File: src/rtl/rca_pkg.sv
// Shared types and sizing helpers for the digit-serial ripple-carry adder.
package rca_pkg;

    typedef enum logic [1:0] {IDLE, RUN, DONE} state_t;

    // Width of the digit index counter; never narrower than one bit.
    function automatic int idx_w(input int ndig);
        return (ndig > 1) ? $clog2(ndig) : 1;
    endfunction

endpackage

File: src/rtl/rca_digit.sv
// Combinational DIGIT-bit ripple adder made of full-adder cells; also exposes
// the carry into the top bit so the caller can derive signed overflow.
module rca_digit #(
    parameter int DIGIT = 4
) (
    input  logic [DIGIT-1:0] a,
    input  logic [DIGIT-1:0] b,
    input  logic             cin,
    output logic [DIGIT-1:0] s,
    output logic             cout,
    output logic             c_msb
);

    logic [DIGIT:0] c;

    // One full-adder cell per bit, chained through c.
    always_comb begin
        c    = '0;
        s    = '0;
        c[0] = cin;
        for (int i = 0; i < DIGIT; i++) begin
            s[i]   = a[i] ^ b[i] ^ c[i];
            c[i+1] = (a[i] & b[i]) | (c[i] & (a[i] ^ b[i]));
        end
    end

    assign cout  = c[DIGIT];
    assign c_msb = c[DIGIT-1];

endmodule

File: src/rtl/rca_digit_serial.sv
// Multi-cycle add/subtract: one DIGIT-wide ripple per clock, LSB digit first,
// with the inter-digit carry held in a register and a start/busy/done handshake.
module rca_digit_serial
    import rca_pkg::*;
#(
    parameter int WIDTH = 16,
    parameter int DIGIT = 4
) (
    input  logic             clk,
    input  logic             rst,
    input  logic             start,
    input  logic             sub,
    input  logic [WIDTH-1:0] a,
    input  logic [WIDTH-1:0] b,
    input  logic             cin,
    output logic             busy,
    output logic             done,
    output logic [WIDTH-1:0] sum,
    output logic             cout,
    output logic             ovf
);

    localparam int NDIG = WIDTH / DIGIT;
    localparam int IW   = idx_w(NDIG);
    localparam logic [IW-1:0] LAST = IW'(NDIG - 1);

    state_t           state_q, state_d;
    logic [IW-1:0]    idx_q, idx_d;
    logic [WIDTH-1:0] a_q, a_d;
    logic [WIDTH-1:0] bx_q, bx_d;
    logic             c_q, c_d;
    logic [WIDTH-1:0] res_q, res_d;
    logic [WIDTH-1:0] sum_q, sum_d;
    logic             cout_q, cout_d;
    logic             ovf_q, ovf_d;
    logic             busy_q, busy_d;
    logic             done_q, done_d;

    logic [DIGIT-1:0] dig_a, dig_b, dig_s;
    logic             dig_cout, dig_c_msb;

    assign dig_a = a_q[idx_q*DIGIT +: DIGIT];
    assign dig_b = bx_q[idx_q*DIGIT +: DIGIT];

    rca_digit #(.DIGIT(DIGIT)) u_digit (
        .a     (dig_a),
        .b     (dig_b),
        .cin   (c_q),
        .s     (dig_s),
        .cout  (dig_cout),
        .c_msb (dig_c_msb)
    );

    always_comb begin
        state_d = state_q;
        idx_d   = idx_q;
        a_d     = a_q;
        bx_d    = bx_q;
        c_d     = c_q;
        res_d   = res_q;
        sum_d   = sum_q;
        cout_d  = cout_q;
        ovf_d   = ovf_q;
        busy_d  = busy_q;
        done_d  = 1'b0;
        case (state_q)
            RUN: begin
                res_d[idx_q*DIGIT +: DIGIT] = dig_s;
                c_d = dig_cout;
                if (idx_q == LAST) begin
                    // Publish results only here, so outputs never show partial sums.
                    idx_d   = '0;
                    state_d = DONE;
                    busy_d  = 1'b0;
                    done_d  = 1'b1;
                    sum_d   = res_d;
                    cout_d  = dig_cout;
                    ovf_d   = dig_c_msb ^ dig_cout;
                end else begin
                    idx_d = idx_q + 1'b1;
                end
            end
            default: begin
                // IDLE and DONE both accept a new request.
                if (start) begin
                    a_d     = a;
                    bx_d    = sub ? ~b : b;
                    c_d     = sub ? ~cin : cin;
                    idx_d   = '0;
                    state_d = RUN;
                    busy_d  = 1'b1;
                end else begin
                    state_d = IDLE;
                end
            end
        endcase
    end

    always_ff @(posedge clk or posedge rst) begin
        if (rst) begin
            state_q <= IDLE;
            idx_q   <= '0;
            a_q     <= '0;
            bx_q    <= '0;
            c_q     <= 1'b0;
            res_q   <= '0;
            sum_q   <= '0;
            cout_q  <= 1'b0;
            ovf_q   <= 1'b0;
            busy_q  <= 1'b0;
            done_q  <= 1'b0;
        end else begin
            state_q <= state_d;
            idx_q   <= idx_d;
            a_q     <= a_d;
            bx_q    <= bx_d;
            c_q     <= c_d;
            res_q   <= res_d;
            sum_q   <= sum_d;
            cout_q  <= cout_d;
            ovf_q   <= ovf_d;
            busy_q  <= busy_d;
            done_q  <= done_d;
        end
    end

    assign busy = busy_q;
    assign done = done_q;
    assign sum  = sum_q;
    assign cout = cout_q;
    assign ovf  = ovf_q;

endmodule
File: config.mk
export PLATFORM = sky130hd
export DESIGN_NAME = rca_digit_serial
export DESIGN_NICKNAME = d
export VERILOG_FILES = /design/src/rtl/rca_pkg.sv /design/src/rtl/rca_digit.sv /design/src/rtl/rca_digit_serial.sv
export SDC_FILE = /design/constraint.sdc
export NUM_CORES = 1
export LEC_CHECK = 0
export ABC_AREA = 1
export ABC_CLOCK_PERIOD_IN_PS = 4700
export CELL_PAD_IN_SITES_DETAIL_PLACEMENT = 0
export CELL_PAD_IN_SITES_GLOBAL_PLACEMENT = 1
export CORE_MARGIN = 1.5
export CORE_UTILIZATION = 43
export CTS_BUF_LIST = sky130_fd_sc_hd__clkbuf_16
export CTS_CLUSTER_SIZE = 20
export DETAILED_ROUTE_END_ITERATION = 7
export PLACE_DENSITY_LB_ADDON = 0.1
export SLEW_MARGIN = 25
export SYNTH_ARGS = -nofsm -noshare
export SYNTH_HDL_FRONTEND = slang
export SYNTH_SLANG_ARGS = --single-unit
export TNS_END_PERCENT = 1
File: constraint.sdc
create_clock -name clk -period 4.7 [get_ports clk]
set_input_delay 0.705 -clock clk [delete_from_list [all_inputs] [get_ports clk]]
set_output_delay 0.705 -clock clk [all_outputs]
set_load 0.1 [all_outputs]
==> results of run 1 <==
## per-layer routing
metal,vias to the layer above,routed length (microns)
met5,-,0
li1,1494,-
met4,0,109
met2,43,3760
met1,1313,3750
met3,10,248
## registers in the layout, summed over array words and instances, names as in the netlist
signal   count
a_q         16
busy         1
bx_q        16
c_q          1
cout         1
done         1
idx_q        2
ovf          1
res_q       16
state_q      2
sum         16
## layout make-up
cell class,count,area [sq um]
well taps,105,131
inverters,30,116
flip-flops and latches,73,1830
clock inverters,7,87.6
clock buffers,9,225
fillers,781,3670
multi-input cells,329,1580
repair buffers,58,576
## power breakdown
group | switching [mW] | leakage, nW | internal (mW) | total, mW
sequential | 0.170 | 0.948 | 0.886 | 1.06
clock | 0.267 | 0.156 | 0.460 | 0.727
combinational | 1.32 | 1.20 | 0.554 | 1.87
## cells by family after synthesis
kind of cell,after synthesis
AOI/OAI and AO/OA,41
xor gates and xnor gates,18
adders and majority gates,10
buffers and inverters,50
DFF,73
and+or+nand+nor,260
## cell usage in the layout (no fill, tap or decap), types with 2 or more instances in the layout
| master | Yosys | routed |
|---|---|---|
| nand2_1 | 211 | 211 |
| dfrtp_1 | 73 | 73 |
| clkdlybuf4s50_1 | 0 | 56 |
| inv_1 | 26 | 27 |
| nor2_1 | 24 | 24 |
| o21ai_1 | 22 | 22 |
| nand3_1 | 22 | 22 |
| xnor2_1 | 16 | 16 |
| clkbuf_16 | 0 | 9 |
| o21ai_0 | 8 | 8 |
| ha_1 | 6 | 6 |
| o21bai_1 | 4 | 4 |
| fa_1 | 4 | 4 |
| inv_2 | 3 | 3 |
| o22ai_1 | 3 | 3 |
| nor2_4 | 2 | 2 |
| xor2_1 | 2 | 2 |
| o21bai_2 | 2 | 2 |
| a21oi_2 | 2 | 2 |
| bufinv_16 | 0 | 2 |
| buf_4 | 8 | 2 |
## path summary, 6_finish.rpt
| kind | from | endpoint | slack [ns] | depth (start not counted) |
|---|---|---|---|---|
| worst max-delay path | idx_q[0] | sum[3] | 1.37 | 17 |
| worst min-delay path | a_q[7] | a_q[7] | 0.47 | 2 |
| worst max register to register | idx_q[0] | sum[3] | 1.37 | 17 |
| worst min register to register | a_q[7] | a_q[7] | 0.47 | 2 |
| max in group asynchronous | rst | sum[11] | 3.03 | 3 |
| min in group asynchronous | rst | bx_q[15] | 0.84 | 2 |
## worst max-delay path: cells and delay by family, from the launching register on
| kind | cells | cell delay [ns] |
|---|---|---|
| adders and majority gates | 4 | 1.40 |
| buffers and inverters | 5 | 0.63 |
| DFF | 1 | 0.57 |
| and+or+nand+nor | 8 | 0.60 |
## metrics by stage
stage	power (mW)	worst slack [ns]
after floorplan	2.53	1.80
after global placement	2.94	1.46
after detailed placement	2.96	1.36
after CTS	3.69	1.34
after global routing	3.94	1.05
final	3.65	1.37
==> report_table.html, run 1 <==
<table>
<tr><th>Metric</th><th>Value</th></tr>
<tr><th colspan="2">Place</th></tr>
<tr><td>Count of port buffers added during placement</td><td>56</td></tr>
<tr><td>DP Area</td><td>4230 sq um</td></tr>
<tr><td>Placed cell count</td><td>595</td></tr>
<tr><td>Dpl hpwl</td><td>5400 microns</td></tr>
<tr><td>Routability-driven placement congestion ratio</td><td>0.801</td></tr>
<tr><th colspan="2">Cells and area</th></tr>
<tr><td>Final Core Density</td><td>55.3%</td></tr>
<tr><td>Signed area change from the synthesized netlist to the final layout</td><td>24.1%</td></tr>
<tr><td>Fin area</td><td>4550 sq um</td></tr>
<tr><td>Antenna diode count</td><td>0</td></tr>
<tr><td>Net count, final</td><td>548</td></tr>
<tr><td>Non-filler instance count after layout</td><td>611</td></tr>
<tr><td>Fraction of layout instances using a drive strength above 1</td><td>5.34%</td></tr>
<tr><th colspan="2">Critical path</th></tr>
<tr><td>Type of the worst setup path</td><td>flip-flop to flip-flop</td></tr>
<tr><td>Largest driver fanout on the critical path</td><td>23</td></tr>
<tr><td>Data required time of the critical path</td><td>4.92 ns</td></tr>
<tr><td>Data arrival, critical path</td><td>3.55 ns</td></tr>
<tr><td>Slowest cell on crit path</td><td>dfrtp_1</td></tr>
<tr><td>Critical Path Max Stage Delay</td><td>0.57 ns</td></tr>
<tr><td>Critical Path End Type</td><td>flip-flop</td></tr>
<tr><td>Critical Path Start Type</td><td>flip-flop</td></tr>
<tr><td>Cell repeated most along the worst path</td><td>nand2_1</td></tr>
<tr><td>Crit path cell chain</td><td>inv_2, nand2_1, nand3_1, nand2_1, fa_1, inv_1, fa_1, inv_1, fa_1, inv_1, fa_1, nand2_1, inv_1, nand3_1, nand2_1, nand2_1, nand2_1</td></tr>
<tr><th colspan="2">Clock network</th></tr>
<tr><td>Master cell of the clock root buffer</td><td>clkbuf_16</td></tr>
<tr><td>CTS buffer count</td><td>9</td></tr>
<tr><td>Cells resized by post-CTS repair</td><td>0</td></tr>
<tr><td>Clock tree from TritonCTS</td><td>done</td></tr>
<tr><td>Clock Sinks</td><td>73</td></tr>
<tr><td>Setup Fix Bufs, Post-CTS</td><td>0</td></tr>
<tr><td>H-tree lvl count</td><td>3</td></tr>
<tr><td>Maximum count of clock buffers along a single path</td><td>2</td></tr>
<tr><td>Worst-skew pair later-pin latency</td><td>0.33 ns</td></tr>
<tr><td>CTS Hold Buffers Added</td><td>0</td></tr>
<tr><td>CTS clock-pin slew for the worst setup and hold paths</td><td>0.06 ns</td></tr>
<tr><th colspan="2">Yosys</th></tr>
<tr><td>Most frequent cell after synthesis</td><td>nand2_1</td></tr>
<tr><td>Async set or reset register ratio after synthesis</td><td>100%</td></tr>
<tr><td>Average size of a mapped cell</td><td>8.11 sq um</td></tr>
<tr><td>Most area-hungry cell type in the Yosys netlist</td><td>dfrtp_1</td></tr>
<tr><td>Top area cells in the synthesized netlist</td><td>dfrtp_1 50%, nand2_1 22%, xnor2_1 3.8%</td></tr>
<tr><td>Dominant combinational cell family by area after synthesis</td><td>simple AND/OR/NAND/NOR gates</td></tr>
<tr><td>Adder-Cell Fraction of Synth Area</td><td>4.23%</td></tr>
<tr><td>Simple-gate portion of the synthesized area</td><td>28.2%</td></tr>
<tr><td>Ranking of synthesized cells by instance count</td><td>211 x nand2_1, 73 x dfrtp_1, 26 x inv_1</td></tr>
<tr><td>Synth Cell Area</td><td>3660 sq um</td></tr>
<tr><td>Synth Warn #</td><td>0</td></tr>
<tr><td>Main synth FF type</td><td>dfrtp_1</td></tr>
<tr><td>Flip-flop and latch count after synthesis</td><td>73</td></tr>
<tr><td>Mux cell area share after synthesis</td><td>0%</td></tr>
<tr><td>Xor-xnor portion of the synthesized cell area</td><td>4.30%</td></tr>
<tr><td>Synth top area share</td><td>49.8%</td></tr>
<tr><td>Distinct cell type count of the synthesized netlist</td><td>22</td></tr>
<tr><td>Count of mapped cells out of synthesis</td><td>452</td></tr>
<tr><td>Post-synth EDFFs</td><td>0</td></tr>
<tr><td>Compound-Gate Fraction of Synth Area</td><td>6.52%</td></tr>
<tr><td>Synthesized netlist net count</td><td>499</td></tr>
<tr><td>Part of the Yosys area used for sequential elements</td><td>49.8%</td></tr>
<tr><th colspan="2">Drt</th></tr>
<tr><td>Post-DRT Antenna Nets</td><td>0</td></tr>
<tr><td>Routed vias/inst</td><td>4.68</td></tr>
<tr><td>Vias</td><td>2860</td></tr>
<tr><td>Final wirelength</td><td>7860 microns</td></tr>
<tr><td>Detailed-router iteration count before antenna repair</td><td>4</td></tr>
<tr><td>First-iteration detailed-routing DRC count</td><td>86</td></tr>
<tr><td>Drt wl/cell</td><td>12.9 microns</td></tr>
<tr><td>Total DRC errors in the routed layout</td><td>0</td></tr>
<tr><th colspan="2">Timing</th></tr>
<tr><td>Unrepaired setup endpoints after global routing</td><td>false</td></tr>
<tr><td>Min Clock Period, post-route</td><td>3.33 ns</td></tr>
<tr><td>Setup violators final</td><td>0</td></tr>
<tr><td>Fmax achieved</td><td>300 MHz</td></tr>
<tr><td>Final slew viol count</td><td>0</td></tr>
<tr><td>Share of the clock period used by the worst path after layout</td><td>70.9%</td></tr>
<tr><td>Final Hold Fails</td><td>0</td></tr>
<tr><td>Final worst clock skew</td><td>0.00851 ns</td></tr>
<tr><td>Normalized max-slew margin</td><td>35.5%</td></tr>
<tr><td>Actual slew at the worst max-slew pin</td><td>0.965 ns</td></tr>
<tr><td>Final setup TNS</td><td>0 ns</td></tr>
<tr><td>Post-route worst hold slack</td><td>0.471 ns</td></tr>
<tr><th colspan="2">Global routing</th></tr>
<tr><td>Number of antenna violations at the first check in global routing</td><td>0</td></tr>
<tr><td>Leftover overflow at the end of global routing</td><td>0</td></tr>
<tr><td>Via count of the first global-routing pass</td><td>2735</td></tr>
<tr><td>First-pass GRT wire length</td><td>13400 microns</td></tr>
<tr><td>Total routing usage reported by global routing</td><td>19.6%</td></tr>
<tr><td>Pin count of the biggest net entering global routing</td><td>50</td></tr>
<tr><td>Met2 routing resource usage after global routing</td><td>31.8%</td></tr>
<tr><td>Routing layer with the top usage in global route</td><td>met2</td></tr>
<tr><td>Met1 routing resource usage after global routing</td><td>25.6%</td></tr>
<tr><td>Met3 global-route usage</td><td>4.78%</td></tr>
<tr><th colspan="2">Floorplan</th></tr>
<tr><td>Core Footprint</td><td>8220 sq um</td></tr>
<tr><td>Floorplan die width</td><td>95.3 microns</td></tr>
<tr><td>Y dimension of the die</td><td>95.3 microns</td></tr>
<tr><td>Initial cell density of the core</td><td>44.6%</td></tr>
<tr><td>Num ports</td><td>57</td></tr>
<tr><td>Cell row count</td><td>33</td></tr>
<tr><td>Total die area</td><td>9090 sq um</td></tr>
<tr><th colspan="2">Run</th></tr>
<tr><td>Max-capacitance violation count</td><td>0</td></tr>
<tr><th colspan="2">Power and ir drop</th></tr>
<tr><td>Worst vdd ir</td><td>0.383 mV</td></tr>
<tr><td>Leakage</td><td>2.30 nW</td></tr>
<tr><td>Pwr dens</td><td>803 nW/um^2</td></tr>
<tr><th colspan="2">Status</th></tr>
<tr><td>Result of the run</td><td>complete, no violations</td></tr>
<tr><th colspan="2">Min path</th></tr>
<tr><td>Worst min path class</td><td>flip-flop to flip-flop</td></tr>
</table>
Power figures use the tool's default switching activity.
==> run 2: changes to the inputs <==
Settings changed: ABC_CLOCK_PERIOD_IN_PS 4700 to 2800, CORE_UTILIZATION 43 to 36.
Clock period 4.7 ns to 2.8 ns, I/O delays scaled along.
==> report_table.html, run 2 (synthesis results as in run 1) <==
<table>
<tr><th>Metric</th><th>Value</th></tr>
<tr><th colspan="2">Global routing</th></tr>
<tr><td>Number of antenna violations at the first check in global routing</td><td>0</td></tr>
<tr><td>Pin count of the biggest net entering global routing</td><td>47</td></tr>
<tr><td>Total routing usage reported by global routing</td><td>16.8%</td></tr>
<tr><td>Leftover overflow at the end of global routing</td><td>0</td></tr>
<tr><td>First-pass GRT wire length</td><td>14500 microns</td></tr>
<tr><td>Via count of the first global-routing pass</td><td>3017</td></tr>
<tr><th colspan="2">Critical path</th></tr>
<tr><td>Type of the worst setup path</td><td>flip-flop to flip-flop</td></tr>
<tr><td>Slowest cell on crit path</td><td>fa_2</td></tr>
<tr><td>Capture instance of the worst register-to-register path</td><td>res_q[3]</td></tr>
<tr><td>Critical Path Start</td><td>idx_q[0]</td></tr>
<tr><td>Data required time of the critical path</td><td>3.07 ns</td></tr>
<tr><td>Data arrival, critical path</td><td>3.10 ns</td></tr>
<tr><td>Buf+Inv Stages, Crit Path</td><td>5</td></tr>
<tr><td>Largest delay share family, worst path</td><td>adder cells</td></tr>
<tr><td>Worst R2R Setup Slack</td><td>-0.03 ns</td></tr>
<tr><td>Critical Path End Type</td><td>flip-flop</td></tr>
<tr><td>Number of cells on the worst reg-to-reg path</td><td>17</td></tr>
<tr><td>Critical Path Max Stage Delay</td><td>0.62 ns</td></tr>
<tr><td>Crit path cell chain</td><td>buf_12, nand2_2, nand3_2, nand2_1, fa_2, inv_2, fa_2, inv_2, fa_2, inv_2, fa_2, nand2_1, inv_1, nand3_2, nand2_2, nand2_1, nand2_1</td></tr>
<tr><td>Largest driver fanout on the critical path</td><td>8</td></tr>
<tr><td>Crit path capture</td><td>res_q[3]</td></tr>
<tr><td>WP depth</td><td>17</td></tr>
<tr><td>Critical Path Start Type</td><td>flip-flop</td></tr>
<tr><td>Start of the worst register-to-register path</td><td>idx_q[0]</td></tr>
<tr><th colspan="2">Clock network</th></tr>
<tr><td>Clock Sinks</td><td>73</td></tr>
<tr><td>Maximum count of clock buffers along a single path</td><td>2</td></tr>
<tr><td>Master cell of the clock root buffer</td><td>clkbuf_16</td></tr>
<tr><td>Worst-skew pair later-pin latency</td><td>0.33 ns</td></tr>
<tr><td>CTS Hold Buffers Added</td><td>0</td></tr>
<tr><td>CTS buffer count</td><td>9</td></tr>
<tr><td>CTS clock-pin slew for the worst setup and hold paths</td><td>0.06 ns</td></tr>
<tr><td>Clock tree from TritonCTS</td><td>done</td></tr>
<tr><td>H-tree lvl count</td><td>3</td></tr>
<tr><th colspan="2">Drt</th></tr>
<tr><td>Final wirelength</td><td>8420 microns</td></tr>
<tr><td>Routed vias/inst</td><td>4.46</td></tr>
<tr><td>First-iteration detailed-routing DRC count</td><td>109</td></tr>
<tr><td>Drt wl/cell</td><td>12.8 microns</td></tr>
<tr><td>Vias</td><td>2926</td></tr>
<tr><td>Total DRC errors in the routed layout</td><td>0</td></tr>
<tr><td>Post-DRT Antenna Nets</td><td>0</td></tr>
<tr><td>Detailed-router iteration count before antenna repair</td><td>4</td></tr>
<tr><th colspan="2">Timing</th></tr>
<tr><td>Setup violators final</td><td>2</td></tr>
<tr><td>Normalized max-slew margin</td><td>60.5%</td></tr>
<tr><td>Setup slack after layout</td><td>-0.0282 ns</td></tr>
<tr><td>Final Hold Fails</td><td>0</td></tr>
<tr><td>Unrepaired setup endpoints after global routing</td><td>true</td></tr>
<tr><td>Min Clock Period, post-route</td><td>2.83 ns</td></tr>
<tr><td>Fmax achieved</td><td>354 MHz</td></tr>
<tr><td>Final slew viol count</td><td>0</td></tr>
<tr><td>Share of the clock period used by the worst path after layout</td><td>101%</td></tr>
<tr><td>Actual slew at the worst max-slew pin</td><td>0.592 ns</td></tr>
<tr><td>Final worst clock skew</td><td>0.00915 ns</td></tr>
<tr><td>Final setup TNS</td><td>-0.0410 ns</td></tr>
<tr><th colspan="2">Power and ir drop</th></tr>
<tr><td>Worst vdd ir</td><td>0.729 mV</td></tr>
<tr><td>Leakage</td><td>2.43 nW</td></tr>
<tr><td>Overall power consumption</td><td>6.44 mW</td></tr>
<tr><td>Pwr dens</td><td>1350 nW/um^2</td></tr>
<tr><th colspan="2">Place</th></tr>
<tr><td>Dpl hpwl</td><td>5910 microns</td></tr>
<tr><td>Routability-driven placement congestion ratio</td><td>0.801</td></tr>
<tr><td>Count of port buffers added during placement</td><td>56</td></tr>
<tr><td>Pre-CTS setup slack</td><td>-0.0462 ns</td></tr>
<tr><td>Placed cell count</td><td>637</td></tr>
<tr><th colspan="2">Cells and area</th></tr>
<tr><td>Non-filler instance count after layout</td><td>656</td></tr>
<tr><td>Signed area change from the synthesized netlist to the final layout</td><td>29.7%</td></tr>
<tr><td>Net count, final</td><td>565</td></tr>
<tr><td>Antenna diode count</td><td>0</td></tr>
<tr><td>Most common cell after layout, fill and taps aside</td><td>nand2_1</td></tr>
<tr><td>Commonest cells after routing, fill and taps aside</td><td>203 x nand2_1, 71 x dfrtp_1, 36 x clkdlybuf4s50_1, 36 x buf_4, 24 x nor2_1</td></tr>
<tr><td>Fraction of layout instances using a drive strength above 1</td><td>16.8%</td></tr>
<tr><td>Final Core Density</td><td>48.4%</td></tr>
<tr><th colspan="2">Min path</th></tr>
<tr><td>Worst min path class</td><td>primary input to asynchronous set/reset pin</td></tr>
<tr><th colspan="2">Floorplan</th></tr>
<tr><td>Cell row count</td><td>36</td></tr>
<tr><td>Initial cell density of the core</td><td>37.3%</td></tr>
<tr><td>Total die area</td><td>10800 sq um</td></tr>
<tr><td>Core Footprint</td><td>9820 sq um</td></tr>
<tr><td>Floorplan die width</td><td>104 microns</td></tr>
<tr><td>Num ports</td><td>57</td></tr>
<tr><td>Y dimension of the die</td><td>104 microns</td></tr>
<tr><th colspan="2">Status</th></tr>
<tr><td>Result of the run</td><td>finished with violations</td></tr>
<tr><td>Failing checks</td><td>negative setup slack</td></tr>
<tr><th colspan="2">Run</th></tr>
<tr><td>Max-capacitance violation count</td><td>0</td></tr>
</table>
-- run 2: worst min-delay path by stage --
stage | startpoint | to | slack [ns] | cells after the start
after detailed placement | a_q[5] | a_q[5] | 0.46 | 2
after global routing | sum[8] | sum[8] | 0.49 | 2
after floorplan | a_q[5] | a_q[5] | 0.44 | 2
after CTS | a_q[5] | a_q[5] | 0.47 | 2
after global placement | a_q[7] | a_q[7] | 0.46 | 2
final | rst | bx_q[10] | 0.46 | 2
-- run 2: per-layer routing --
metal  share of wire [%]  track usage [%]  vias to the layer above
li1                    -                -                     1527
met1                  46             20.5                     1336
met5                   0                0                        -
met3                 2.8             3.95                       10
met2                  50             29.6                       53
met4                 1.3             5.06                        0
-- run 2: what timing repair did --
| action | 4_1_cts | 5_1_grt |
|---|---|---|
| endpoints found under the hold margin | 0 | 0 |
| pin swaps | 2 | 12 |
| gates resized for setup | 2 | 23 |
| setup endpoints to repair | 8 | 8 |
| buffers inserted | 3 | 0 |
-- run 2: worst reg2reg max path: cells and delay by family (launching register included) --
kind,cells,cell delay (ns)
flops,1,0.44
buf+inv,5,0.37
fa+ha+maj,4,1.37
simple gates,8,0.59
-- run 2: final cells by class --
class                      instances  area (sq um)
timing repair buffer              75           691
inverter                          30           124
clock buffer                       9           225
sequential                        73          1830
tap                              133           166
multi-input combinational        329          1660
clock inverter                     7          62.6
fill                            1017          5070
-- run 2: metrics by stage --
| step | cell area (sq um) | hold slack, ns |
|---|---|---|
| 2_1_floorplan | 3680 | 0.437 |
| 5_1_grt | 4750 | 0.495 |
| 3_5_place_dp | 4370 | 0.457 |
| 4_1_cts | 4680 | 0.472 |
| 3_3_place_gp | 4370 | 0.456 |
| 6_report | 4750 | 0.462 |
-- run 2: power breakdown --
group	internal, mW	leakage, nW	switching [mW]
registers	1.49	0.946	0.266
logic	1.16	1.34	2.41
clock network	0.680	0.142	0.440
total	3.33	2.43	3.11
